File: src/rtl/booth_datapath_if.sv
// Command/status bundle between the Booth control FSM (master) and the
// register/arithmetic datapath (slave).
interface booth_datapath_if #(
  parameter int N = 4
);
  logic [N-1:0]   mIn;
  logic [N-1:0]   qIn;
  logic           mSignal;
  logic           addSubSignal;
  logic [1:0]     aSignal;
  logic [1:0]     qSignal;
  logic           finished;
  logic [N-1:0]   qReg;
  logic           qNeg;
  logic [N-1:0]   aReg;
  logic [2*N-1:0] product;
  logic           productValid;

  modport master (
    output mIn, qIn, mSignal, addSubSignal, aSignal, qSignal, finished,
    input  qReg, qNeg, aReg, product, productValid
  );

  modport slave (
    input  mIn, qIn, mSignal, addSubSignal, aSignal, qSignal, finished,
    output qReg, qNeg, aReg, product, productValid
  );
endinterface

File: src/rtl/booth_datapath.sv
// Booth multiplier datapath: M/A/Q/Q-1 registers, N-bit add/sub, and a
// product capture on the rising edge of the control's finished level.
module booth_datapath #(
  parameter int N = 4  // must match the N of the connected interface
) (
  input  logic              clk,
  input  logic              rst,
  booth_datapath_if.slave   dp_if
);

  typedef enum logic [1:0] {
    A_HOLD  = 2'b00,
    A_CLEAR = 2'b01,
    A_SUM   = 2'b10,
    A_ASR   = 2'b11
  } a_cmd_e;

  typedef enum logic [1:0] {
    Q_HOLD  = 2'b00,
    Q_LOAD  = 2'b01,
    Q_SHIFT = 2'b10,
    Q_CLEAR = 2'b11
  } q_cmd_e;

  logic [N-1:0]   m_q, m_d;
  logic [N-1:0]   a_q, a_d;
  logic [N-1:0]   q_q, q_d;
  logic           qneg_q, qneg_d;
  logic           fin_prev_q;
  logic [2*N-1:0] product_q, product_d;
  logic           pvalid_q, pvalid_d;
  logic [N-1:0]   sum;

  // Modulo-2^N result; overflow (e.g. M = -2^(N-1)) is intentionally dropped.
  assign sum = dp_if.addSubSignal ? (a_q - m_q) : (a_q + m_q);

  always_comb begin
    // NOTE: every next-state value gets a default first so no path leaves it
    // unassigned, which would otherwise infer a latch.
    m_d       = m_q;
    a_d       = a_q;
    q_d       = q_q;
    qneg_d    = qneg_q;
    product_d = product_q;
    pvalid_d  = 1'b0;

    if (dp_if.mSignal) m_d = dp_if.mIn;

    case (a_cmd_e'(dp_if.aSignal))
      A_HOLD:  a_d = a_q;
      A_CLEAR: a_d = '0;
      A_SUM:   a_d = sum;
      A_ASR:   a_d = {a_q[N-1], a_q[N-1:1]};
      default: a_d = a_q;
    endcase

    // Shift takes the pre-edge A[0], independent of the A command.
    case (q_cmd_e'(dp_if.qSignal))
      Q_HOLD:  ;
      Q_LOAD:  begin q_d = dp_if.qIn;            qneg_d = 1'b0;   end
      Q_SHIFT: begin q_d = {a_q[0], q_q[N-1:1]}; qneg_d = q_q[0]; end
      Q_CLEAR: begin q_d = '0;                   qneg_d = 1'b0;   end
      default: ;
    endcase

    if (dp_if.finished && !fin_prev_q) begin
      product_d = {a_q, q_q};
      pvalid_d  = 1'b1;
    end
  end

  always_ff @(posedge clk) begin
    // NOTE: sequential state uses non-blocking assignments so every register
    // samples pre-edge values, independent of statement order.
    if (rst) begin
      m_q        <= '0;
      a_q        <= '0;
      q_q        <= '0;
      qneg_q     <= 1'b0;
      fin_prev_q <= 1'b0;
      product_q  <= '0;
      pvalid_q   <= 1'b0;
    end else begin
      m_q        <= m_d;
      a_q        <= a_d;
      q_q        <= q_d;
      qneg_q     <= qneg_d;
      fin_prev_q <= dp_if.finished;
      product_q  <= product_d;
      pvalid_q   <= pvalid_d;
    end
  end

  assign dp_if.qReg         = q_q;
  assign dp_if.qNeg         = qneg_q;
  assign dp_if.aReg         = a_q;
  assign dp_if.product      = product_q;
  assign dp_if.productValid = pvalid_q;

endmodule
File: src/flat_wrapper.sv
// flat-port wrapper written by rule: the top's interface ports become plain ports
module booth_datapath_flat 
#(
  parameter int N = 4                                                
)
  (clk, rst, dp_if_mIn, dp_if_qIn, dp_if_mSignal, dp_if_addSubSignal, dp_if_aSignal, dp_if_qSignal, dp_if_finished, dp_if_qReg, dp_if_qNeg, dp_if_aReg, dp_if_product, dp_if_productValid);
  booth_datapath_if #(.N(N)) dp_if_i ();
  input  logic clk;
  input  logic rst;
  input wire logic [$bits(dp_if_i.mIn)-1:0] dp_if_mIn;
  input wire logic [$bits(dp_if_i.qIn)-1:0] dp_if_qIn;
  input wire logic [$bits(dp_if_i.mSignal)-1:0] dp_if_mSignal;
  input wire logic [$bits(dp_if_i.addSubSignal)-1:0] dp_if_addSubSignal;
  input wire logic [$bits(dp_if_i.aSignal)-1:0] dp_if_aSignal;
  input wire logic [$bits(dp_if_i.qSignal)-1:0] dp_if_qSignal;
  input wire logic [$bits(dp_if_i.finished)-1:0] dp_if_finished;
  output wire logic [$bits(dp_if_i.qReg)-1:0] dp_if_qReg;
  output wire logic [$bits(dp_if_i.qNeg)-1:0] dp_if_qNeg;
  output wire logic [$bits(dp_if_i.aReg)-1:0] dp_if_aReg;
  output wire logic [$bits(dp_if_i.product)-1:0] dp_if_product;
  output wire logic [$bits(dp_if_i.productValid)-1:0] dp_if_productValid;
  assign dp_if_i.mIn = dp_if_mIn;
  assign dp_if_i.qIn = dp_if_qIn;
  assign dp_if_i.mSignal = dp_if_mSignal;
  assign dp_if_i.addSubSignal = dp_if_addSubSignal;
  assign dp_if_i.aSignal = dp_if_aSignal;
  assign dp_if_i.qSignal = dp_if_qSignal;
  assign dp_if_i.finished = dp_if_finished;
  assign dp_if_qReg = dp_if_i.qReg;
  assign dp_if_qNeg = dp_if_i.qNeg;
  assign dp_if_aReg = dp_if_i.aReg;
  assign dp_if_product = dp_if_i.product;
  assign dp_if_productValid = dp_if_i.productValid;
  booth_datapath #(.N(N)) u_core (.clk(clk), .rst(rst), .dp_if(dp_if_i));
endmodule
File: config.mk
export PLATFORM = sky130hd
export DESIGN_NAME = booth_datapath_flat
export DESIGN_NICKNAME = d
export VERILOG_FILES = /design/src/rtl/booth_datapath_if.sv /design/src/rtl/booth_datapath.sv /design/src/flat_wrapper.sv
export SDC_FILE = /design/constraint.sdc
export NUM_CORES = 1
export LEC_CHECK = 0
export CAP_MARGIN = 30
export CORE_MARGIN = 4
export CORE_UTILIZATION = 40
export DETAILED_ROUTE_END_ITERATION = 8
export PLACE_DENSITY = 0.77
export REMOVE_ABC_BUFFERS = 1
export SETUP_SLACK_MARGIN = 0.5
export SYNTH_ARGS = -nofsm -noshare
export SYNTH_HDL_FRONTEND = slang
export SYNTH_SLANG_ARGS = --single-unit
File: constraint.sdc
create_clock -name clk -period 2.1 [get_ports clk]
set_input_delay 0.63 -clock clk [delete_from_list [all_inputs] [get_ports clk]]
set_output_delay 0.63 -clock clk [all_outputs]
set_load 0.02 [all_outputs]
==> results by group, run 1 <==
Clocking
  • CTS buffer count: 3
  • Clock latency on the worst-skew pair: 0.32 ns
  • Clk buf depth: 2
  • H-tree levels: 1
  • Worst-path clk slew: 0.13 ns
  • Root Buffer: clkbuf_4
  • TritonCTS clock tree: done
  • Clock Sinks: 23

Route
  • Vias per cell: 5.12
  • DRT antenna net count: 0
  • Pre-antenna DRT Iters: 4
  • DR vias: around 1000
  • Top sig layer: met4
  • DRT met1 WL: between 1000 and 1500 microns
  • Routed met2 length: 1380 microns
  • DRT iter0 DRCs: 14
  • DRC viols: 0
  • Routed WL: around 2800 microns
  • Met3 wire len: 272 microns
  • DR WL/cell: 13.9 microns

GRT
  • First-pass GRT wire length: 4350 microns
  • Initial antenna violation count: 0
  • Total track usage: around 16%
  • Largest net degree at the start of global routing: 19
  • Vias in the first global route: roughly 1000
  • Remaining Overflow, GRT: 0

STA
  • Fin. max-slew vios: 0
  • Fin Clk Skew: 0.00636 ns
  • Post-route minimum period: 2.19 ns
  • Fmax: around 460 MHz
  • Final Hold Viols: 0
  • RSZ-0062 raised after global routing: yes
  • Final WS setup: -0.0921 ns
  • Worst rel slew slack: 73.1%
  • Pin slew with the least headroom to its limit: 0.401 ns
  • Final Setup Violations: 1
  • Tcrit/Tclk final: 104%

Synthesis
  • Syn avg cell area: 8.79 sq um
  • Mapped Cells: 124
  • Synthesized cell area: 0.00109 sq mm
  • Seq/Total Area, Yosys: 42.3%
  • Synthesized flop and latch total: 23
  • Netlist cell types: 23
  • Syn. warnings: 0

Place
  • Port-buffer cells: 34
  • RD Place Congestion: 0.832
  • Placed cells: 193
  • HPWL Detailed: 2020 microns
  • Dpl ws: -0.753 ns

Flow run
  • Max-cap viol count: 0

Floorplan
  • Die W: 60.2 microns
  • Initial Utilization: 42.8%
  • Die Span Y: 60.2 microns
  • Core ar.: around 0.0025 sq mm
  • Die area: 0.00362 sq mm
  • Row Count: 18
  • Ports: 35

Setup path
  • Critical path arrival: 2.43 ns
  • Critical path type: reg -> reg
  • CP required: 2.34 ns
  • Worst Setup Start Kind: flop
  • FF-to-FF setup slack: -0.09 ns
  • Worst Path Max Fanout: 2
  • Setup crit end kind: flop

Worst hold path
  • Worst Hold Class: reg -> reg

Cells and area
  • Fill cells: 231
  • Cell Count, Final, Fillers Out: 200
  • Most frequent cells in the layout: 17 x nand2_1, 16 x buf_2, 13 x nor2_1, 13 x clkdlybuf4s50_1, 13 x dfxtp_1
  • Share of cells above drive strength 1: 38.8%
  • Commonest non-fill, non-tap cell in the layout: nand2_1
  • Fin nets: 196
  • N_diodes: 0
  • Post-synthesis to final-layout area growth: 48.2%

Status
  • Outcome: finished, violations left
  • Failing checks: negative setup slack

Power and ir drop
  • Leakage: 0.745 nW
  • Cell Pwr Density: a little under 600 mW/mm^2
  • Max VDD drop: 441 uV
-- worst max-delay path: stages, from the launching register on --
cell	delay [ns]
dfxtp_2	0.35
inv_2	0.04
ha_4	0.22
mux2_4	0.28
inv_2	0.07
ha_4	0.18
nor2b_4	0.11
o21a_1	0.18
or4_4	0.43
o311ai_4	0.23
-- area by class of cell --
| class | count | area [sq um] | share of cell area, % |
|---|---|---|---|
| multi-input combinational | 86 | 672 | 41.6 |
| sequential | 23 | 478 | 29.6 |
| timing repair buffer | 48 | 367 | 22.7 |
| tap | 30 | 37.5 | 2.32 |
| inverter | 9 | 33.8 | 2.09 |
| clock buffer | 3 | 22.5 | 1.39 |
| clock inverter | 1 | 5.00 | 0.310 |
-- repair_timing --
item | CTS | global route
gates resized for setup | 79 | 28
endpoints found under the setup margin | 22 | 20
pin swaps | 5 | 9
gates cloned | 0 | 0
buffers inserted | 0 | 3
hold buffers | 0 | 0
-- cells in the mapped netlist --
library cell	n	area share, %
a211oi_1	2	1.4
o21a_1	2	1.4
mux2_2	1	1.0
or3b_2	1	0.80
mux2i_1	9	8.3
o311ai_1	1	0.80
nor2b_1	5	2.9
ha_1	7	8.0
fa_1	1	1.8
xnor2_1	2	1.6
o221ai_1	1	0.80
nor3_1	4	1.8
nand2b_1	1	0.57
inv_1	9	3.1
clkbuf_1	6	2.1
or4_1	1	0.69
nor2b_4	1	1.3
dfxtp_1	23	42
nor2_1	14	4.8
xor2_1	1	0.80
nand2_1	17	5.9
a21oi_1	12	5.5
a221oi_1	3	2.4
-- state kept, by name, indices dropped and copies added (netlist names) --
name / count
u_core.dp_if.qNeg: 1
u_core.dp_if.qReg: 4
u_core.fin_prev_q: 1
u_core.dp_if.product: 8
u_core.dp_if.productValid: 1
u_core.dp_if.aReg: 4
u_core.m_q: 4
-- logic make-up after synthesis --
| kind of cell | share of synthesized area, % |
|---|---|
| AND/OR/NAND/NOR | 18.7 |
| flip-flops | 42.3 |
| adder cells (fa/ha/maj) | 9.87 |
| multiplexers | 9.30 |
| AO/OA/AOI/OAI | 12.3 |
| buffers and inverters | 5.17 |
| XOR/XNOR | 2.41 |
-- layer usage --
| metal | vias to the layer above | track usage (%) |
|---|---|---|
| met5 | - | 0 |
| met4 | 0 | 4.75 |
| met3 | 5 | 4.10 |
| met2 | 41 | 30.6 |
| met1 | 471 | 17.0 |
| li1 | 507 | - |
-- power breakdown --
part | total, W | switching (W) | internal [W]
Clock | 0.000209 | 0.000137 | 0.0000715
Sequential | 0.000475 | 0.0000190 | 0.000456
Combinational | 0.000254 | 0.000120 | 0.000135
Total | 0.000938 | 0.000276 | 0.000663
-- metrics by stage --
stage	power, W	instance area [sq um]	hold WS (ns)	util, %	TNS [ns]
finish	0.000938	1620	0.442	63.5	-0.0921
detailed placement	0.000701	1530	0.436	60.0	-1.74
global route	0.000997	1620	0.476	63.5	-0.215
CTS	0.000922	1650	0.444	64.7	-0.155
floorplan	0.000588	1070	0.406	-	-0.0902
global placement	0.000693	1530	0.415	60.0	-1.48
-- path summary, 6_finish.rpt --
kind                           from                   endpoint  cells after the start
setup / recovery      u_core.m_q[0]       u_core.dp_if.aReg[3]                      9
hold / removal    u_core.fin_prev_q  u_core.dp_if.productValid                      1
setup reg to reg      u_core.m_q[0]       u_core.dp_if.aReg[3]                      9
hold reg to reg   u_core.fin_prev_q  u_core.dp_if.productValid                      1
Power figures use the tool's default switching activity.
==> run 2: changes to the inputs <==
--- a/config.mk
+++ b/config.mk
@@ -12,6 +12,7 @@
 export PLACE_DENSITY = 0.77
 export REMOVE_ABC_BUFFERS = 1
 export SETUP_SLACK_MARGIN = 0.5
+export SLEW_MARGIN = 15
 export SYNTH_ARGS = -nofsm -noshare
 export SYNTH_HDL_FRONTEND = slang
 export SYNTH_SLANG_ARGS = --single-unit
==> constraint.sdc (replaced) <==
create_clock -name clk -period 2.1 [get_ports clk]
set_input_delay 0.315 -clock clk [delete_from_list [all_inputs] [get_ports clk]]
set_output_delay 0.315 -clock clk [all_outputs]
set_load 0.02 [all_outputs]
==> run 2 against run 1 <==
  * The flow still finishes with violations (negative setup slack)
  * Power down 4.4%
  * Clock power down 4%
  * Routed wire length down 6.3%
  * Cell count down 2.0%
==> results by group, run 2 (same netlist as run 1, synthesis figures left out) <==
GRT
  • Total track usage: 15.7% (was 16.1%)
  • Grt peak-use layer: met2 (unchanged)
  • First-pass GRT wire length: 4350 microns (unchanged)
  • Remaining Overflow, GRT: 0 (unchanged)
  • Largest net degree at the start of global routing: 14 (was 19)
  • Met3 Use GR: 2.81% (was 4.10%)
  • Grt met1 use: 17.1% (was 17.0%)
  • Met2 usage: 30.2% (was 30.6%)
  • Vias in the first global route: 1057 (was 1019)
  • Initial antenna violation count: 0 (unchanged)

Power and ir drop
  • Sw Ratio: 27.8% (was 29.4%)
  • Clock share of power: 22.3% (was 22.2%)
  • Power share of the sequential group: 52.7% (was 50.7%)
  • P_sw: 0.000250 W (was 0.000276 W)
  • Cell Pwr Density: 569 mW/mm^2 (was 581 mW/mm^2)
  • Pint: 0.000648 W (was 0.000663 W)
  • Max VDD drop: 383 uV (was 441 uV)
  • Combinational share of power: 24.9% (was 27.1%)
  • Leakage: 0.781 nW (was 0.745 nW)

Setup path
  • Critical path type: reg -> reg (unchanged)
  • CP required: 2.31 ns (was 2.34 ns)
  • Worst Setup Start Kind: flop (unchanged)
  • Setup crit end kind: flop (unchanged)
  • Critical path arrival: 2.46 ns (was 2.43 ns)
  • Worst Path Max Fanout: 2 (unchanged)

Cells and area
  • Share of cells above drive strength 1: 13.9% (was 38.8%)
  • Fill cells: 234 (was 231)
  • Most frequent cells in the layout: 21 x dfxtp_1, 17 x nand2_1, 17 x clkdlybuf4s50_1, 14 x nor2_1, 13 x dlygate4sd2_1 (was 17 x nand2_1, 16 x buf_2, 13 x nor2_1, 13 x clkdlybuf4s50_1, 13 x dfxtp_1)
  • Cell Count, Final, Fillers Out: 196 (was 200)
  • N_diodes: 0 (unchanged)
  • Commonest non-fill, non-tap cell in the layout: dfxtp_1 (was nand2_1)
  • Final core occ: 62.0% (was 63.5%)
  • Fin nets: 192 (was 196)
  • Post-synthesis to final-layout area growth: 44.8% (was 48.2%)
  • Largest register FFs: 8 (unchanged)
  • Design area: 0.00158 sq mm (was 0.00162 sq mm)

Place
  • Port-buffer cells: 34 (unchanged)
  • RD Place Congestion: 0.825 (was 0.832)
  • Placed inst area: 0.00150 sq mm (was 0.00153 sq mm)
  • Placed cells: 189 (was 193)
  • HPWL Detailed: 2000 microns (was 2020 microns)

STA
  • Worst rel slew slack: 65.4% (was 73.1%)
  • Post-route minimum period: 2.24 ns (was 2.19 ns)
  • Min Hold Slack: 0.438 ns (was 0.442 ns)
  • Final WS setup: -0.142 ns (was -0.0921 ns)
  • Final Setup Violations: 3 (was 1)
  • Final Hold Viols: 0 (unchanged)
  • Fin Clk Skew: 0.0125 ns (was 0.00636 ns)
  • Fmax: 446 MHz (was 456 MHz)
  • RSZ-0062 raised after global routing: yes (unchanged)
  • TNS Setup: -0.244 ns (was -0.0921 ns)
  • Pin slew with the least headroom to its limit: 0.518 ns (was 0.401 ns)
  • Tcrit/Tclk final: 107% (was 104%)
  • Fin. max-slew vios: 0 (unchanged)

Route
  • DR WL/cell: 13.3 microns (was 13.9 microns)
  • Routed WL: 2600 microns (was 2770 microns)
  • DRT antenna net count: 0 (unchanged)
  • DRC viols: 0 (unchanged)
  • DRT iter0 DRCs: 8 (was 14)
  • Pre-antenna DRT Iters: 4 (unchanged)
  • Vias per cell: 5.05 (was 5.12)
  • DR vias: 989 (was 1024)

Clocking
  • Post-CTS Hold Buffers: 0 (unchanged)
  • H-tree levels: 1 (unchanged)
  • Clock Sinks: 23 (unchanged)
  • Root Buffer: clkbuf_4 (unchanged)
  • Worst-path clk slew: 0.13 ns (about the same)
  • Clock latency on the worst-skew pair: 0.31 ns (was 0.32 ns)
  • TritonCTS clock tree: done (unchanged)
  • CTS buffer count: 3 (unchanged)
  • Clk buf depth: 2 (unchanged)

Floorplan
  • Die Span Y: 60.2 microns (unchanged)
  • Core ar.: 0.00254 sq mm (unchanged)
  • Die W: 60.2 microns (unchanged)
  • Row Count: 18 (unchanged)
  • Ports: 35 (unchanged)
  • Initial Utilization: 42.8% (unchanged)
  • Die area: 0.00362 sq mm (unchanged)

Flow run
  • Max-cap viol count: 0 (unchanged)

Worst hold path
  • Worst Hold Class: reg -> reg (unchanged)

Status
  • Outcome: finished, violations left (unchanged)
  • Failing checks: negative setup slack (unchanged)
run 2: power groups by stage:
stage | Sequential, W | Clock (W) | Combinational, W
6_report | 0.000473 | 0.000200 | 0.000224
5_1_grt | 0.000477 | 0.000223 | 0.000247
4_1_cts | 0.000474 | 0.000208 | 0.000223
3_5_place_dp | 0.000483 | 0 | 0.000212
3_3_place_gp | 0.000483 | 0 | 0.000204
2_1_floorplan | 0.000495 | 0 | 0.0000922
run 2: through the flow:
stage	total power [W]	setup WS [ns]
finish	0.000897	-0.142
CTS	0.000904	-0.149
global route	0.000947	-0.230
detailed placement	0.000695	-0.421
global placement	0.000687	-0.283
floorplan	0.000588	-0.0635
run 2: critical path, cell delays in order (launching register included):
cell and delay, ns:
dfxtp_2 0.36, inv_2 0.04, ha_4 0.22, mux2_4 0.27, inv_1 0.06, ha_1 0.22
nor2b_4 0.12, o21a_1 0.18, or4_1 0.41, o311ai_1 0.25
run 2: final cells by class:
cell class                 count  area, sq um  share of cell area [%]
timing repair buffer          44          420                    26.6
sequential                    23          463                    29.3
clock buffer                   3         22.5                    1.43
tap                           30         37.5                    2.38
clock inverter                 1         5.00                   0.317
inverter                       9         33.8                    2.14
multi-input combinational     86          596                    37.7
run 2: repair_timing:
action,in CTS,in global routing
gates cloned,0,0
pin swaps,3,3
gates resized for setup,23,4
setup endpoints to repair,16,7
setup buffers,2,1
run 2: metal layers:
metal | wire length (microns) | part of all wire, %
met4 | 52 | 2.0
met3 | 209 | 8.0
met1 | 1060 | 41
met2 | 1280 | 49
met5 | 0 | 0
run 2: worst paths after layout:
check	startpoint	to	slack, ns	cells past startpoint
worst max-delay path	u_core.m_q[0]	u_core.dp_if.aReg[3]	-0.14	9
worst min-delay path	u_core.fin_prev_q	u_core.dp_if.productValid	0.44	1
worst max register to register	u_core.m_q[0]	u_core.dp_if.aReg[3]	-0.14	9
worst min register to register	u_core.fin_prev_q	u_core.dp_if.productValid	0.44	1
